===== src/rtl/regfile_pkg.sv =====
`default_nettype none
// ============================================================================
//  Module      : regfile_pkg
//  Description : Shared defaults for the RV32I register file with scoreboard:
//                default geometry, counter width, zero-register index and
//                the address-width helper.
//  Revision    : 1.0 - initial release
// ============================================================================
package regfile_pkg;

    localparam int DEF_DATA_W  = 32;
    localparam int DEF_DEPTH   = 32;
    localparam int DEF_NUM_RD  = 2;
    localparam int DEF_CNT_W   = 2;

    // RV32I x0 is the architectural zero register
    localparam int RV_ZERO_IDX = 0;

    // Address width for a given register count; a single-entry file still
    // needs one address bit so port widths never collapse to zero.
    function automatic int addr_w(input int depth);
        return (depth > 1) ? $clog2(depth) : 1;
    endfunction

endpackage
`default_nettype wire


===== src/rtl/regfile_sb_cnt.sv =====
`default_nettype none
// ============================================================================
//  Module      : regfile_sb_cnt
//  Description : Pending-write counter for one register. Counts up on an
//                accepted issue, down on a writeback, never wraps. A
//                writeback with nothing pending raises err for one cycle.
//  Revision    : 1.0 - initial release
// ============================================================================
module regfile_sb_cnt #(
    parameter int CNT_W = 2
) (
    input  logic             clk,
    input  logic             rst_n,
    input  logic             inc,
    input  logic             dec,
    output logic [CNT_W-1:0] cnt,
    output logic             full,
    output logic             err
);

    localparam logic [CNT_W-1:0] C_CNT_MAX = '1;

    logic [CNT_W-1:0] r_cnt;
    logic             w_dec_eff;
    logic             w_inc_eff;

    // A release only counts when something is outstanding; an issue only
    // counts when there is room (a same-cycle release frees a slot).
    assign w_dec_eff = dec && (r_cnt != '0);
    assign w_inc_eff = inc && ((r_cnt != C_CNT_MAX) || w_dec_eff);

    // Saturating up/down count; simultaneous effective inc and dec cancel
    always_ff @(posedge clk or negedge rst_n) begin
        if (!rst_n) begin
            r_cnt <= '0;
        end else if (w_inc_eff && !w_dec_eff) begin
            r_cnt <= r_cnt + CNT_W'(1);
        end else if (!w_inc_eff && w_dec_eff) begin
            r_cnt <= r_cnt - CNT_W'(1);
        end
    end

    assign cnt  = r_cnt;
    assign full = (r_cnt == C_CNT_MAX);
    assign err  = dec && (r_cnt == '0);

endmodule
`default_nettype wire


===== src/rtl/registerfile_sb.sv =====
`default_nettype none
// ============================================================================
//  Module      : registerfile_sb
//  Description : Parametrised register file with NUM_RD combinational read
//                ports, one write port, optional write-to-read bypass and
//                hardwired-zero register 0. Each register carries a pending
//                write counter that drives per-port busy flags and issue
//                back-pressure; stray writebacks set a sticky error.
//  Revision    : 1.0 - initial release
// ============================================================================
module registerfile_sb
    import regfile_pkg::*;
#(
    parameter int DATA_W   = DEF_DATA_W,
    parameter int DEPTH    = DEF_DEPTH,
    parameter int NUM_RD   = DEF_NUM_RD,
    parameter int ZERO_REG = 1,
    parameter int BYPASS   = 1,
    parameter int CNT_W    = DEF_CNT_W,
    localparam int ADDR_W  = addr_w(DEPTH)
) (
    input  logic                     clk,
    input  logic                     rst_n,
    input  logic [NUM_RD*ADDR_W-1:0] rd_addr,
    output logic [NUM_RD*DATA_W-1:0] rd_data,
    output logic [NUM_RD-1:0]        rd_busy,
    input  logic                     iss_valid,
    input  logic [ADDR_W-1:0]        iss_addr,
    output logic                     iss_ready,
    input  logic                     wb_en,
    input  logic [ADDR_W-1:0]        wb_addr,
    input  logic [DATA_W-1:0]        wb_data,
    output logic                     sb_err
);

    logic [DATA_W-1:0] r_regs [DEPTH];
    logic [CNT_W-1:0]  w_cnt  [DEPTH];
    logic [DEPTH-1:0]  w_full;
    logic [DEPTH-1:0]  w_err;
    logic              r_sb_err;
    logic              w_wb_live;
    logic              w_iss_ready;

    // A "live" address names a real, writable register: in range and not
    // the hardwired zero register. Everything else reads 0 and is never busy.
    function automatic logic f_live(input logic [ADDR_W-1:0] a);
        logic in_range;
        in_range = ({1'b0, a} < (ADDR_W + 1)'(DEPTH));
        return in_range && !((ZERO_REG != 0) && (a == ADDR_W'(RV_ZERO_IDX)));
    endfunction

    assign w_wb_live = f_live(wb_addr);

    // Register storage: cleared asynchronously, written on the writeback strobe
    always_ff @(posedge clk or negedge rst_n) begin
        if (!rst_n) begin
            for (int i = 0; i < DEPTH; i++) begin
                r_regs[i] <= '0;
            end
        end else if (wb_en && w_wb_live) begin
            r_regs[wb_addr] <= wb_data;
        end
    end

    // One pending-write counter per real register; x0 gets constant ties
    for (genvar r = 0; r < DEPTH; r++) begin : g_reg
        if ((ZERO_REG != 0) && (r == RV_ZERO_IDX)) begin : g_zero
            assign w_cnt[r]  = '0;
            assign w_full[r] = 1'b0;
            assign w_err[r]  = 1'b0;
        end else begin : g_cnt
            logic w_inc;
            logic w_dec;

            assign w_inc = iss_valid && w_iss_ready && (iss_addr == ADDR_W'(r));
            assign w_dec = wb_en && (wb_addr == ADDR_W'(r));

            regfile_sb_cnt #(
                .CNT_W (CNT_W)
            ) u_cnt (
                .clk   (clk),
                .rst_n (rst_n),
                .inc   (w_inc),
                .dec   (w_dec),
                .cnt   (w_cnt[r]),
                .full  (w_full[r]),
                .err   (w_err[r])
            );
        end
    end

    // Issue stalls only when the destination counter is saturated and no
    // writeback to that register frees a slot this cycle.
    assign w_iss_ready = !f_live(iss_addr)
                      || !w_full[iss_addr]
                      || (wb_en && (wb_addr == iss_addr));
    assign iss_ready   = w_iss_ready;

    // Sticky scoreboard error: any writeback to a register with nothing pending
    always_ff @(posedge clk or negedge rst_n) begin
        if (!rst_n) begin
            r_sb_err <= 1'b0;
        end else if (|w_err) begin
            r_sb_err <= 1'b1;
        end
    end

    assign sb_err = r_sb_err;

    // Read ports: zero-latency lookup with optional same-cycle forwarding
    for (genvar p = 0; p < NUM_RD; p++) begin : g_rd
        logic [ADDR_W-1:0] w_a;
        logic              w_hit;
        logic [DATA_W-1:0] w_d;
        logic              w_b;

        assign w_a   = rd_addr[p*ADDR_W +: ADDR_W];
        assign w_hit = (BYPASS != 0) && wb_en && (wb_addr == w_a);

        // Forwarded writeback is treated as already retired, so busy only
        // stays up if another write is still outstanding behind it.
        always_comb begin
            w_d = '0;
            w_b = 1'b0;
            if (rst_n && f_live(w_a)) begin
                w_d = w_hit ? wb_data : r_regs[w_a];
                w_b = w_hit ? (w_cnt[w_a] > CNT_W'(1)) : (w_cnt[w_a] != '0);
            end
        end

        assign rd_data[p*DATA_W +: DATA_W] = w_d;
        assign rd_busy[p]                  = w_b;
    end

endmodule
`default_nettype wire


===== config.mk =====
export PLATFORM = sky130hd
export DESIGN_NAME = registerfile_sb
export DESIGN_NICKNAME = d
export VERILOG_FILES = /design/src/rtl/regfile_pkg.sv /design/src/rtl/regfile_sb_cnt.sv /design/src/rtl/registerfile_sb.sv
export SDC_FILE = /design/constraint.sdc
export NUM_CORES = 2
export LEC_CHECK = 0
export CAP_MARGIN = 20
export CORE_MARGIN = 1.5
export CORE_UTILIZATION = 51
export DETAILED_ROUTE_END_ITERATION = 10
export PLACE_DENSITY = 0.66
export SYNTH_ARGS = -nofsm -noshare
export SYNTH_HDL_FRONTEND = slang
export SYNTH_SLANG_ARGS = --single-unit

===== constraint.sdc =====
create_clock -name clk -period 6.77 [get_ports clk]
set_input_delay 1.0155 -clock clk [delete_from_list [all_inputs] [get_ports clk]]
set_output_delay 1.0155 -clock clk [all_outputs]
set_load 0.02 [all_outputs]

==> results.toml <==
[timing]
setup_viol = 0
final_hold_viol_count = 0
maxSlewHeadroom_pct = 16.5
final.setup.tns_ps = 0
timing.final.crit_period_ps = 6380
tightest_slew_ps = 1250
skew_ps = 24.9
fmax_ghz = 0.157
slew_viol_final = 0
rsz0062_at_grt = "no"
period_share_pct = 94.2

[global_route]
overflow = 0
first_global_vias = 42143
grt.total_usage_pct = 32.8
antenna_found_initial = 5
grt_pass1_wl_um = 291000
grt_max_degree = 118

[critical_path]
r2r-end = "sb_err$_DFFE_PN0P_"
start_kind = "input port"
worstSetupEndpointType = "output pin"
crit_fanout = 20
crit_required_ps = 5750
ff2ff_path_depth = 4
rrSetupSlack_ps = 4870
reg2reg_from = "g_reg[28].g_cnt.u_cnt.cnt[0]$_DFFE_PN0P_"
path_class = "input port to output pin"
cp.arrival_ps = 5360

[synthesis]
yosys.area.top_type_share_pct = 45.1
avgSynthCellArea_um2 = 13.0
netlist_area_um2 = 60400
netlist_instances = 4645
async_reset_ff_share_pct = 100
synth.distinct_cells = 65
ys_seq_elements = 1087
yosys-top-cells-area = "dfrtp_1 (45%), mux2_2 (19%), mux4_2 (16%)"
synth_nets = 4732
synth_edf_count = 0
synth-main-ff-cell = "dfrtp_1"
yosysWarnings = 0
synth_area_leader_cell = "dfrtp_1"
yosysSeqAreaShare_pct = 45.1

[route]
via_count = 42312
via_per_inst = 6.88
routedWlPerCell_um = 32.0
drt_pass1_iterations = 6
drc = 0
routed_wl_um = 197000
ant_nets = 0
drt_iter0_drc = 4956

[clocking]
cts-buffers-inserted = 116
cts_sinks = 1087
cts_tree = "done"
clock_latency_ps = 740
path_clk_slew_ps = 60
postCtsSetupBuffers = 0
ctsHoldBuffers = 0
root_buffer = "clkbuf_16"
h-tree-depth = 3
cts.repair.resized = 0
clock_path_buffers = 3

[power]
ir_worst_vdd_uv = 246
powerDensity_nw_per_um2 = 302
p_leak_nw = 29.2

[floorplanning]
std_cell_rows = 126
die_area_um2 = 120000
dieWidth_um = 347
core_area_um2 = 118000
start_util_pct = 51.3
io_pins = 124
die_h_um = 347

[placement]
port_buffers = 123
placed_area_um2 = 62800
gp_congestion = 0.924
hpwlAfterDp_um = 113000

[worst_hold_path]
hp-class = "input port to async pin"

[final_layout]
nets = 4604
multi_input_area_um2 = 31100
drive_gt1_share_pct = 39.9
fin_area_um2 = 66900
syn2layout_area_growth_pct = 10.9
register_area_um2 = 27200
fill_cells = 9506

[run]
cap_violations = 0

[outcome]
run_status = "completed"
## cells by family after synthesis
kind of cell / Yosys count / synth area share, %
adders and majority gates: 31 / 0.642
and+or+nand+nor: 797 / 5.73
buffers and inverters: 527 / 3.78
AOI/OAI and AO/OA: 481 / 5.75
xor gates and xnor gates: 108 / 1.57
muxes: 1614 / 37.5
DFF: 1087 / 45.1
## critical path: stages
cell and delay [ps]:
clkdlybuf4s50_1 680, xor2_1 260, nor4_1 710, and3_2 830
buf_12 270, a211oi_1 60, nor3_1 730, clkdlybuf4s50_1 750
## registers in the layout, indices dropped and copies added, names as in the netlist
register / cells
r_regs: 1024
g.g_cnt.u_cnt.cnt: 62
sb_err: 1
## power by group
| group | internal, mW | switching (mW) |
|---|---|---|
| Combinational | 2.51 | 1.87 |
| Clock | 3.98 | 2.74 |
| Sequential | 7.84 | 1.26 |
## cells in the final DEF (no fill, tap or decap), types with 33 or more instances in the layout
cell / Yosys / final
mux2i_1: 193 / 193
a22o_1: 36 / 36
a22oi_1: 86 / 86
clkbuf_8: 0 / 37
xor2_1: 74 / 74
mux4_2: 416 / 416
a311oi_1: 40 / 40
nand3_1: 46 / 42
xnor2_1: 34 / 34
clkdlybuf4s50_1: 0 / 113
nor2_1: 122 / 110
a211oi_1: 40 / 40
clkbuf_16: 0 / 120
o22ai_1: 154 / 154
buf_4: 14 / 141
dfrtp_1: 1087 / 1087
nor3_1: 54 / 54
o31ai_1: 33 / 33
nand2_1: 459 / 440
mux2_2: 1005 / 1005
## worst max-delay path by stage
| stage | start | to | slack (ps) | cells after the start |
|---|---|---|---|---|
| detailed placement | wb_addr[3] | rd_data[38] | 570 | 8 |
| CTS | wb_addr[3] | rd_data[38] | 570 | 8 |
| floorplan | rd_addr[0] | rd_busy[0] | 2880 | 9 |
| finish | wb_addr[3] | rd_data[38] | 390 | 8 |
| global placement | wb_addr[3] | rd_data[38] | 720 | 8 |
| global route | wb_addr[3] | rd_data[63] | 360 | 9 |
## stage by stage
stage | utilization, % | hold slack [ps] | setup WS, ps | total power, mW | cells
6_report | 56.8 | 154 | 395 | 20.2 | 6152
5_1_grt | 56.8 | 167 | 359 | 21.0 | 6149
4_1_cts | 56.7 | 136 | 565 | 20.2 | 6144
3_5_place_dp | 53.3 | 384 | 570 | 13.5 | 5931
3_3_place_gp | 53.3 | 378 | 718 | 13.3 | 5929
2_1_floorplan | - | 442 | 2880 | 12.1 | 4645
## cell type report
cell class / instances / area share [%]
diodes: 4 / 0.0150
clock buffers: 186 / 5.41
clock inverters: 27 / 0.608
inverters: 3 / 0.0168
multi-input cells: 3031 / 46.5
flip-flops and latches: 1087 / 40.6
well taps: 1536 / 2.87
repair buffers: 278 / 3.93
## per-layer routing
layer / track usage, % / vias to the layer above / wire length (um)
met2: 48.9 / 2263 / 88300
met3: 7.64 / 449 / 20800
li1: - / 17189 / -
met1: 46.8 / 22409 / 80200
met5: 0 / - / 9
met4: 12.2 / 2 / 7770
## synth_stat cells, types with 12 or more instances
cell,number
or3_1,24
buf_1,20
dfrtp_1,1087
nor2_1,122
a311oi_1,40
a22o_1,36
mux2i_1,193
nor3_1,54
xnor2_1,34
nor2b_1,12
xor2_1,74
buf_4,14
nor4_1,13
o21ai_0,26
nand2b_1,13
buf_2,164
or2_2,14
nand3_1,46
clkbuf_1,321
a21oi_1,17
o31ai_1,33
ha_1,31
mux4_2,416
a211oi_1,40
nand2_1,459
o22ai_1,154
mux2_2,1005
a22oi_1,86
(Power assumes the default switching activity.)
